### src/rtl/act_stream_packer_if.sv
// Byte/word stream handshake bundle: data, valid, ready and an end-of-frame marker.
// The master drives data/valid/last, the slave answers with ready.
interface act_stream_packer_if #(
  parameter int W = 8
);
  logic [W-1:0] tdata;
  logic         tvalid;
  logic         tready;
  logic         tlast;

  modport master (output tdata, output tvalid, output tlast, input tready);
  modport slave  (input tdata, input tvalid, input tlast, output tready);
endinterface

### src/rtl/act_stream_packer.sv
// Packs LANES consecutive activation bytes into one word for the output DMA.
// The first byte received lands in the lowest lane. The last word of every
// FRAME_LEN-byte feature map carries TLAST, and a short final word is zero-padded.
// The output holds a single word. A new word may replace it in the same cycle
// it is taken, so the stream runs at one byte per cycle while the DMA keeps up.
module act_stream_packer #(
  parameter int IN_W      = 8,
  parameter int LANES     = 4,
  parameter int FRAME_LEN = 16384
) (
  input  logic                 ap_clk,
  input  logic                 ap_rst,
  act_stream_packer_if.slave   reluRes_V_V,
  act_stream_packer_if.master  OutDMA_V_V,
  output logic                 frame_done
);

  localparam int OUT_W  = IN_W * LANES;
  localparam int LANE_W = (LANES > 1) ? $clog2(LANES) : 1;
  localparam int CNT_W  = (FRAME_LEN > 1) ? $clog2(FRAME_LEN) : 1;

  typedef enum logic {EMPTY, FULL} outState_t;

  outState_t         outState;
  logic [LANE_W-1:0] laneCnt;
  logic [CNT_W-1:0]  byteCnt;
  logic [OUT_W-1:0]  packWord;
  logic [OUT_W-1:0]  mergedWord;
  logic [OUT_W-1:0]  outData;
  logic              outLast;

  logic inReady;
  logic acc;
  logic lastByte;
  logic closeWord;
  logic outTaken;

  // The input stream has no frame marker of its own; the packer counts bytes instead.
  logic unusedInLast;
  assign unusedInLast = reluRes_V_V.tlast;

  // Input may move whenever the output slot is free or is being emptied this cycle.
  assign inReady   = (outState == EMPTY) | OutDMA_V_V.tready;
  assign acc       = reluRes_V_V.tvalid & inReady;
  assign lastByte  = (byteCnt == CNT_W'(FRAME_LEN - 1));
  assign closeWord = (laneCnt == LANE_W'(LANES - 1)) | lastByte;
  assign outTaken  = (outState == FULL) & OutDMA_V_V.tready;

  // Drop the incoming byte into its lane. Lanes above it are still zero because
  // packWord is cleared each time a word closes, and that gives the zero padding.
  for (genvar gi = 0; gi < LANES; gi++) begin : gLane
    assign mergedWord[gi*IN_W +: IN_W] = (laneCnt == LANE_W'(gi)) ?
                                         reluRes_V_V.tdata : packWord[gi*IN_W +: IN_W];
  end

  // Pack-state and output-slot state machine. Nothing moves on a cycle without
  // acceptance, so input data is never sampled while its valid is low.
  always_ff @(posedge ap_clk or posedge ap_rst) begin
    if (ap_rst) begin
      outState   <= EMPTY;
      laneCnt    <= '0;
      byteCnt    <= '0;
      packWord   <= '0;
      outData    <= '0;
      outLast    <= 1'b0;
      frame_done <= 1'b0;
    end else begin
      frame_done <= outTaken & outLast;
      if (outTaken) begin
        outState <= EMPTY;
      end
      if (acc) begin
        byteCnt <= lastByte ? '0 : byteCnt + CNT_W'(1);
        if (closeWord) begin
          outData  <= mergedWord;
          outLast  <= lastByte;
          outState <= FULL;
          laneCnt  <= '0;
          packWord <= '0;
        end else begin
          laneCnt  <= laneCnt + LANE_W'(1);
          packWord <= mergedWord;
        end
      end
    end
  end

  assign reluRes_V_V.tready = inReady;
  assign OutDMA_V_V.tdata   = outData;
  assign OutDMA_V_V.tvalid  = (outState == FULL);
  assign OutDMA_V_V.tlast   = outLast;

endmodule

### src/flat_wrapper.sv
// flat-port wrapper written by rule: the top's interface ports become plain ports
module act_stream_packer_flat 
#(
  parameter int IN_W      = 8,
  parameter int LANES     = 4,
  parameter int FRAME_LEN = 16384
)
  (ap_clk, ap_rst, frame_done, reluRes_V_V_tdata, reluRes_V_V_tvalid, reluRes_V_V_tlast, reluRes_V_V_tready, OutDMA_V_V_tdata, OutDMA_V_V_tvalid, OutDMA_V_V_tlast, OutDMA_V_V_tready);
  act_stream_packer_if #(.W(8)) reluRes_V_V_i ();
  act_stream_packer_if #(.W(32)) OutDMA_V_V_i ();
  input  logic ap_clk;
  input  logic ap_rst;
  output logic frame_done;
  input wire logic [$bits(reluRes_V_V_i.tdata)-1:0] reluRes_V_V_tdata;
  input wire logic [$bits(reluRes_V_V_i.tvalid)-1:0] reluRes_V_V_tvalid;
  input wire logic [$bits(reluRes_V_V_i.tlast)-1:0] reluRes_V_V_tlast;
  output wire logic [$bits(reluRes_V_V_i.tready)-1:0] reluRes_V_V_tready;
  output wire logic [$bits(OutDMA_V_V_i.tdata)-1:0] OutDMA_V_V_tdata;
  output wire logic [$bits(OutDMA_V_V_i.tvalid)-1:0] OutDMA_V_V_tvalid;
  output wire logic [$bits(OutDMA_V_V_i.tlast)-1:0] OutDMA_V_V_tlast;
  input wire logic [$bits(OutDMA_V_V_i.tready)-1:0] OutDMA_V_V_tready;
  assign reluRes_V_V_i.tdata = reluRes_V_V_tdata;
  assign reluRes_V_V_i.tvalid = reluRes_V_V_tvalid;
  assign reluRes_V_V_i.tlast = reluRes_V_V_tlast;
  assign reluRes_V_V_tready = reluRes_V_V_i.tready;
  assign OutDMA_V_V_tdata = OutDMA_V_V_i.tdata;
  assign OutDMA_V_V_tvalid = OutDMA_V_V_i.tvalid;
  assign OutDMA_V_V_tlast = OutDMA_V_V_i.tlast;
  assign OutDMA_V_V_i.tready = OutDMA_V_V_tready;
  act_stream_packer #(.IN_W(IN_W), .LANES(LANES), .FRAME_LEN(FRAME_LEN)) u_core (.ap_clk(ap_clk), .ap_rst(ap_rst), .reluRes_V_V(reluRes_V_V_i), .OutDMA_V_V(OutDMA_V_V_i), .frame_done(frame_done));
endmodule
### config.mk
export PLATFORM = sky130hd
export DESIGN_NAME = act_stream_packer_flat
export DESIGN_NICKNAME = d
export VERILOG_FILES = /design/src/rtl/act_stream_packer_if.sv /design/src/rtl/act_stream_packer.sv /design/src/flat_wrapper.sv
export SDC_FILE = /design/constraint.sdc
export NUM_CORES = 1
export LEC_CHECK = 0
export ABC_AREA = 1
export CAP_MARGIN = 10
export CORE_ASPECT_RATIO = 0.6
export CORE_MARGIN = 8
export CORE_UTILIZATION = 50
export DETAILED_ROUTE_END_ITERATION = 7
export PLACE_DENSITY = 0.77
export SYNTH_ARGS = -nofsm -noshare
export SYNTH_HDL_FRONTEND = slang
export SYNTH_SLANG_ARGS = --single-unit
### constraint.sdc
create_clock -name ap_clk -period 2.6 [get_ports ap_clk]
set_clock_uncertainty 0.05 [all_clocks]
set_input_delay 0.39 -clock ap_clk [delete_from_list [all_inputs] [get_ports ap_clk]]
set_output_delay 0.39 -clock ap_clk [all_outputs]
set_load 0.03 [all_outputs]
==> results.py, run 1 <==
metrics = {
    "clock_network": {
        "clock-sinks": 83,
        "clk_pin_slew_ps": 60,
        "cts_inserted_buffers": 9,
        "cts_tree": "done",
        "cts_buffer_depth": 2,
        "clk_latency_ps": 340,
        "clock_tree.root_cell": "clkbuf_16",
        "h-tree-depth": 3,
        "cts_setup_buffers": 0,
        "holdBufCountCts": 0,
        "cts_resized": 0,
    },
    "die": {
        "die-height_um": 83.6,
        "core_area_mm2": 0.00733,
        "rows": 24,
        "initial_core_util": 0.520,
        "fp.dieW_um": 129,
        "pin_count": 49,
        "die_area_mm2": 0.0108,
    },
    "worst_setup_path": {
        "slowest_delay_ps": 680,
        "crit_buf_inv": 3,
        "critPathCaptureType": "output port",
        "worstPathCellList": "clkdlybuf4s50_1 > inv_1 > nand2_1 > clkdlybuf4s50_1",
        "cp.arrival_ps": 1700,
        "cp.required_ps": 2160,
        "path_max_fanout": 3,
        "slowest_stage": "clkdlybuf4s50_1",
        "path_class": "in -> out",
        "startpoint_type": "input port",
        "cp_top_family": "buffers and inverters",
        "cpMostUsedCell": "clkdlybuf4s50_1",
    },
    "power_and_ir_drop": {
        "power.density_mw_per_mm2": 1230,
        "power.switching_mw": 2.19,
        "finalPower_mw": 5.82,
        "swShare": 0.376,
        "p_comb_frac": 0.391,
        "p_int_mw": 3.63,
        "power.share.sequential": 0.359,
        "clkPwrFrac": 0.251,
        "p_leak_nw": 2.26,
        "vdd_ir_drop_max_v": 0.000501,
    },
    "cells_and_area": {
        "regArea_mm2": 0.00208,
        "multi_input_area_mm2": 0.00149,
        "stdcell_count": 597,
        "final_util": 0.643,
        "fin_nets": 506,
        "final_common_cell": "nand2_1",
        "final_cell_mix": "nand2_1 (152), dfrtp_1 (83), clkdlybuf4s50_1 (47)",
        "n_antenna_cell": 0,
        "drive_gt1_frac": 0.0588,
        "nFillCells": 629,
        "area_growth_pct": 23.8,
        "fin_area_mm2": 0.00471,
    },
    "sta": {
        "slew-limit-headroom": 0.658,
        "rsz0062_at_grt": "no",
        "setup_violations": 0,
        "drv_slew": 0,
        "hold_slack_ps": 412,
        "fin_crit_sh": 0.824,
        "worst_slack_ps": 459,
        "fmax_mhz": 467,
        "tightest_slew_ps": 513,
        "layout_min_cycle_time_ps": 2140,
        "tns_ps": 0,
        "hold_violations": 0,
    },
    "logic_synthesis": {
        "yosysSeqAreaShare": 0.545,
        "ys_warn_count": 0,
        "synth_area_per_cell_um2": 8.56,
        "synth_area_mm2": 0.00381,
        "syn_inst": 445,
        "yosysUniqueCellTypes": 24,
        "ys_ff_latch": 83,
        "syn-num-nets": 463,
    },
    "global_route": {
        "grt_use_total": 0.171,
        "grt_max_degree": 84,
        "grt_pass1_wl_mm": 14.6,
        "antenna_found_initial": 0,
        "overflow": 0,
        "grt_pass1_vias": 2919,
    },
    "min_path": {
        "min_path_type": "in -> async",
    },
    "detailed_routing": {
        "wl_per_cell_um": 14.4,
        "vias": 3134,
        "dr.pass1.iters": 4,
        "route.detailed.drc": 0,
        "postRouteAntennaNets": 0,
        "wirelength_mm": 8.59,
        "routed_via_density": 5.25,
        "drtIter0Drc": 339,
    },
    "placement": {
        "dp_hpwl_mm": 5.87,
        "dp_slack_ps": 459,
        "placed_cells": 581,
        "placed_area_mm2": 0.00437,
        "io_buffer_count": 47,
        "gp_congestion": 0.807,
    },
    "job": {
        "cap_violations": 0,
    },
    "run_status": {
        "status": "complete, no violations",
    },
}
==> cell type report <==
class | instances | share of cell area
clock buffer | 12 | 0.0523
sequential | 83 | 0.441
inverter | 35 | 0.0281
tap | 104 | 0.0276
clock inverter | 4 | 0.0207
multi-input combinational | 306 | 0.316
timing repair buffer | 53 | 0.115
==> path summary, 6_finish.rpt <==
check	startpoint	end	slack (ps)	depth (start not counted)
max	OutDMA_V_V_tready	reluRes_V_V_tready	460	4
min	ap_rst	u_core.frame_done	410	3
max reg2reg	u_core.laneCnt[0]	u_core.OutDMA_V_V.tdata[30]	510	6
min reg2reg	u_core.OutDMA_V_V.tdata[2]	u_core.OutDMA_V_V.tdata[2]	420	2
max in group asynchronous	ap_rst	u_core.OutDMA_V_V.tdata[23]	1730	3
min in group ap_clk	u_core.OutDMA_V_V.tdata[2]	u_core.OutDMA_V_V.tdata[2]	420	2
==> power by group through the flow <==
stage | logic [mW] | clock network, mW | registers [mW]
3_3_place_gp | 2.23 | 0 | 2.07
5_1_grt | 2.52 | 1.55 | 2.15
3_5_place_dp | 2.28 | 0 | 2.10
6_report | 2.27 | 1.46 | 2.09
2_1_floorplan | 1.13 | 0 | 2.47
4_1_cts | 2.29 | 1.49 | 2.08
==> per-layer routing <==
metal | GRT usage | vias to the layer above | wire length, um
li1 | - | 1515 | -
met1 | 0.245 | 1498 | 4210
met2 | 0.233 | 114 | 3580
met3 | 0.0676 | 7 | 756
met4 | 0.0371 | 0 | 50
met5 | 0 | - | 0
==> cells by family (layout without fill, tap and decap cells) <==
group | count (synthesis) | after routing | share of synthesized area
and+or+nand+nor | 225 | 225 | 0.264
DFF | 83 | 83 | 0.545
AOI/OAI and AO/OA | 70 | 70 | 0.0936
buffers and inverters | 56 | 104 | 0.0667
xor gates and xnor gates | 6 | 6 | 0.0138
adders and majority gates | 5 | 5 | 0.0164
==> registers in the layout, summed over array words and instances, names as in the netlist <==
name	flops
u_core.laneCnt	2
u_core.byteCnt	14
u_core.OutDMA_V_V.tvalid	1
u_core.OutDMA_V_V.tlast	1
u_core.OutDMA_V_V.tdata	32
u_core.frame_done	1
u_core.packWord	32
==> cells in the mapped netlist <==
cell type	count	area, um^2
nand3_1	19	95.1
clkbuf_1	7	26.3
nand3_2	1	10.0
o22ai_1	5	31.3
xor2_1	4	35.0
nor2_2	2	12.5
nor3_1	1	5.00
buf_2	8	40.0
nand4_1	4	25.0
nand2_1	152	571
inv_1	35	131
dfrtp_1	83	2080
xnor2_1	2	17.5
nand3_4	1	17.5
ha_1	5	62.6
o21ai_0	43	215
a21oi_1	10	50.1
nor2_4	1	11.3
buf_4	3	22.5
nand3b_1	21	158
buf_6	3	33.8
nor2_1	21	78.8
nand2_4	2	22.5
o21ai_1	12	60.1
==> tightest hold or removal path, stage by stage <==
cell and delay (ps):
clkdlybuf4s50_1 420, clkinv_2 60, buf_12 340
No activity file was read; power rests on OpenSTA's default activity.
==> run 2, diff against run 1 <==
CORE_UTILIZATION = 55   (was 50)
PLACE_DENSITY = 0.8   (was 0.77)
clock period = 2 ns   (was 2.6 ns; I/O delays follow)
==> results.py, run 2 (same netlist as run 1, synthesis figures left out) <==
metrics = {
    "run_status": {
        "status": "complete, no violations",
    },
    "worst_setup_path": {
        "path_max_fanout": 4,
        "cp-startpoint": "u_core.OutDMA_V_V.tvalid",
        "cp_top_family": "buffers and inverters",
        "slowest_stage": "clkdlybuf4s50_1",
        "cp.arrival_ps": 1470,
        "worstPathCellList": "clkdlybuf4s50_1",
        "cp.required_ps": 1650,
        "slowest_delay_ps": 700,
        "r2r_slack_ps": 260,
        "crit_buf_inv": 1,
        "startpoint_type": "flop",
        "path_class": "reg -> out",
        "reg2reg_depth": 8,
        "critPathCaptureType": "output port",
        "path_depth": 1,
        "r2r-start": "u_core.byteCnt[0]",
    },
    "cells_and_area": {
        "final_util": 0.716,
        "drive_gt1_frac": 0.0706,
        "final_cell_mix": "nand2_1 (152), dfrtp_1 (83), clkdlybuf4s50_1 (46)",
        "nFillCells": 501,
        "n_antenna_cell": 0,
        "stdcell_count": 583,
        "fin_area_mm2": 0.00478,
        "final_common_cell": "nand2_1",
        "area_growth_pct": 25.6,
        "fin_nets": 509,
    },
    "detailed_routing": {
        "vias": 3165,
        "wirelength_mm": 9.12,
        "drtIter0Drc": 257,
        "dr.pass1.iters": 4,
        "route.detailed.drc": 0,
        "routed_via_density": 5.43,
        "postRouteAntennaNets": 0,
        "wl_per_cell_um": 15.6,
    },
    "placement": {
        "dp_hpwl_mm": 6.28,
        "placed_area_mm2": 0.00437,
        "placed_cells": 567,
        "io_buffer_count": 47,
        "gp_congestion": 0.797,
    },
    "sta": {
        "tns_ps": 0,
        "drv_slew": 0,
        "fin_crit_sh": 0.909,
        "rsz0062_at_grt": "no",
        "fmax_mhz": 550,
        "layout_min_cycle_time_ps": 1820,
        "setup_violations": 0,
        "slew-limit-headroom": 0.649,
        "tightest_slew_ps": 526,
        "hold_violations": 0,
    },
    "power_and_ir_drop": {
        "p_leak_nw": 2.30,
        "vdd_ir_drop_max_v": 0.00102,
        "power.density_mw_per_mm2": 1680,
    },
    "clock_network": {
        "clk_latency_ps": 340,
        "cts_setup_buffers": 0,
        "cts_buffer_depth": 2,
        "cts_resized": 0,
        "clock_tree.root_cell": "clkbuf_16",
        "cts_tree": "done",
        "h-tree-depth": 3,
        "clk_pin_slew_ps": 60,
        "holdBufCountCts": 0,
        "clock-sinks": 83,
        "cts_inserted_buffers": 9,
    },
    "die": {
        "rows": 23,
        "fp.dieW_um": 123,
        "die_area_mm2": 0.00993,
        "core_area_mm2": 0.00668,
        "die-height_um": 80.5,
        "pin_count": 49,
        "initial_core_util": 0.570,
    },
    "global_route": {
        "overflow": 0,
        "antenna_found_initial": 0,
        "grt_pass1_vias": 3147,
        "grt_max_degree": 84,
        "grt_use_total": 0.199,
        "grt_pass1_wl_mm": 15.4,
    },
    "min_path": {
        "min_path_type": "in -> async",
    },
    "job": {
        "cap_violations": 0,
    },
}
## run 2: cell count changes in the layout (fill, tap and decap cells not counted)
cell | previous run | this run
bufinv_16 | 3 | 6
clkbuf_1 | 2 | 0
clkinv_2 | 1 | 0
buf_4 | 4 | 8
clkdlybuf4s50_1 | 47 | 46
clkbuf_8 | 1 | 0
clkinvlp_4 | 1 | 2
## run 2: layout make-up
class,count,area [um^2],share of cell area
inverter,35,135,0.0283
sequential,83,2080,0.434
clock inverter,7,188,0.0392
timing repair buffer,56,561,0.117
clock buffer,9,225,0.0471
tap,87,109,0.0228
multi-input combinational,306,1490,0.311
## run 2: final timing paths
| check | to |
|---|---|
| hold reg to reg | u_core.OutDMA_V_V.tdata[12] |
| min in group ap_clk | u_core.OutDMA_V_V.tdata[12] |
| hold / removal | u_core.OutDMA_V_V.tdata[25] |
| setup reg to reg | u_core.OutDMA_V_V.tdata[17] |
| setup / recovery | OutDMA_V_V_tvalid |
| max in group asynchronous | u_core.OutDMA_V_V.tdata[7] |
## run 2: metrics by stage
step	total power [mW]	setup WS, ps	hold slack (ps)
floorplan	4.68	302	397
global placement	5.61	158	404
detailed placement	5.77	128	408
CTS	8.07	162	398
global route	8.53	117	419
finish	8.04	182	356
## run 2: report_power, final
| part | internal (mW) | switching [mW] |
|---|---|---|
| sequential | 2.34 | 0.390 |
| combinational | 1.15 | 1.89 |
| clock | 1.60 | 0.668 |
| total | 5.09 | 2.95 |
## run 2: worst reg2reg max path, delay by kind of cell (launching register included)
kind,cells,cell delay (ps)
flops,1,380
simple gates,6,990
fa+ha+maj,1,160
buf+inv,1,50
## run 2: routing by layer
metal,vias to the layer above,part of all wire,track usage
met1,1531,0.47,0.271
met3,10,0.079,0.0763
met4,0,0.012,0.0550
met2,102,0.44,0.290
li1,1522,-,-
met5,-,0,0
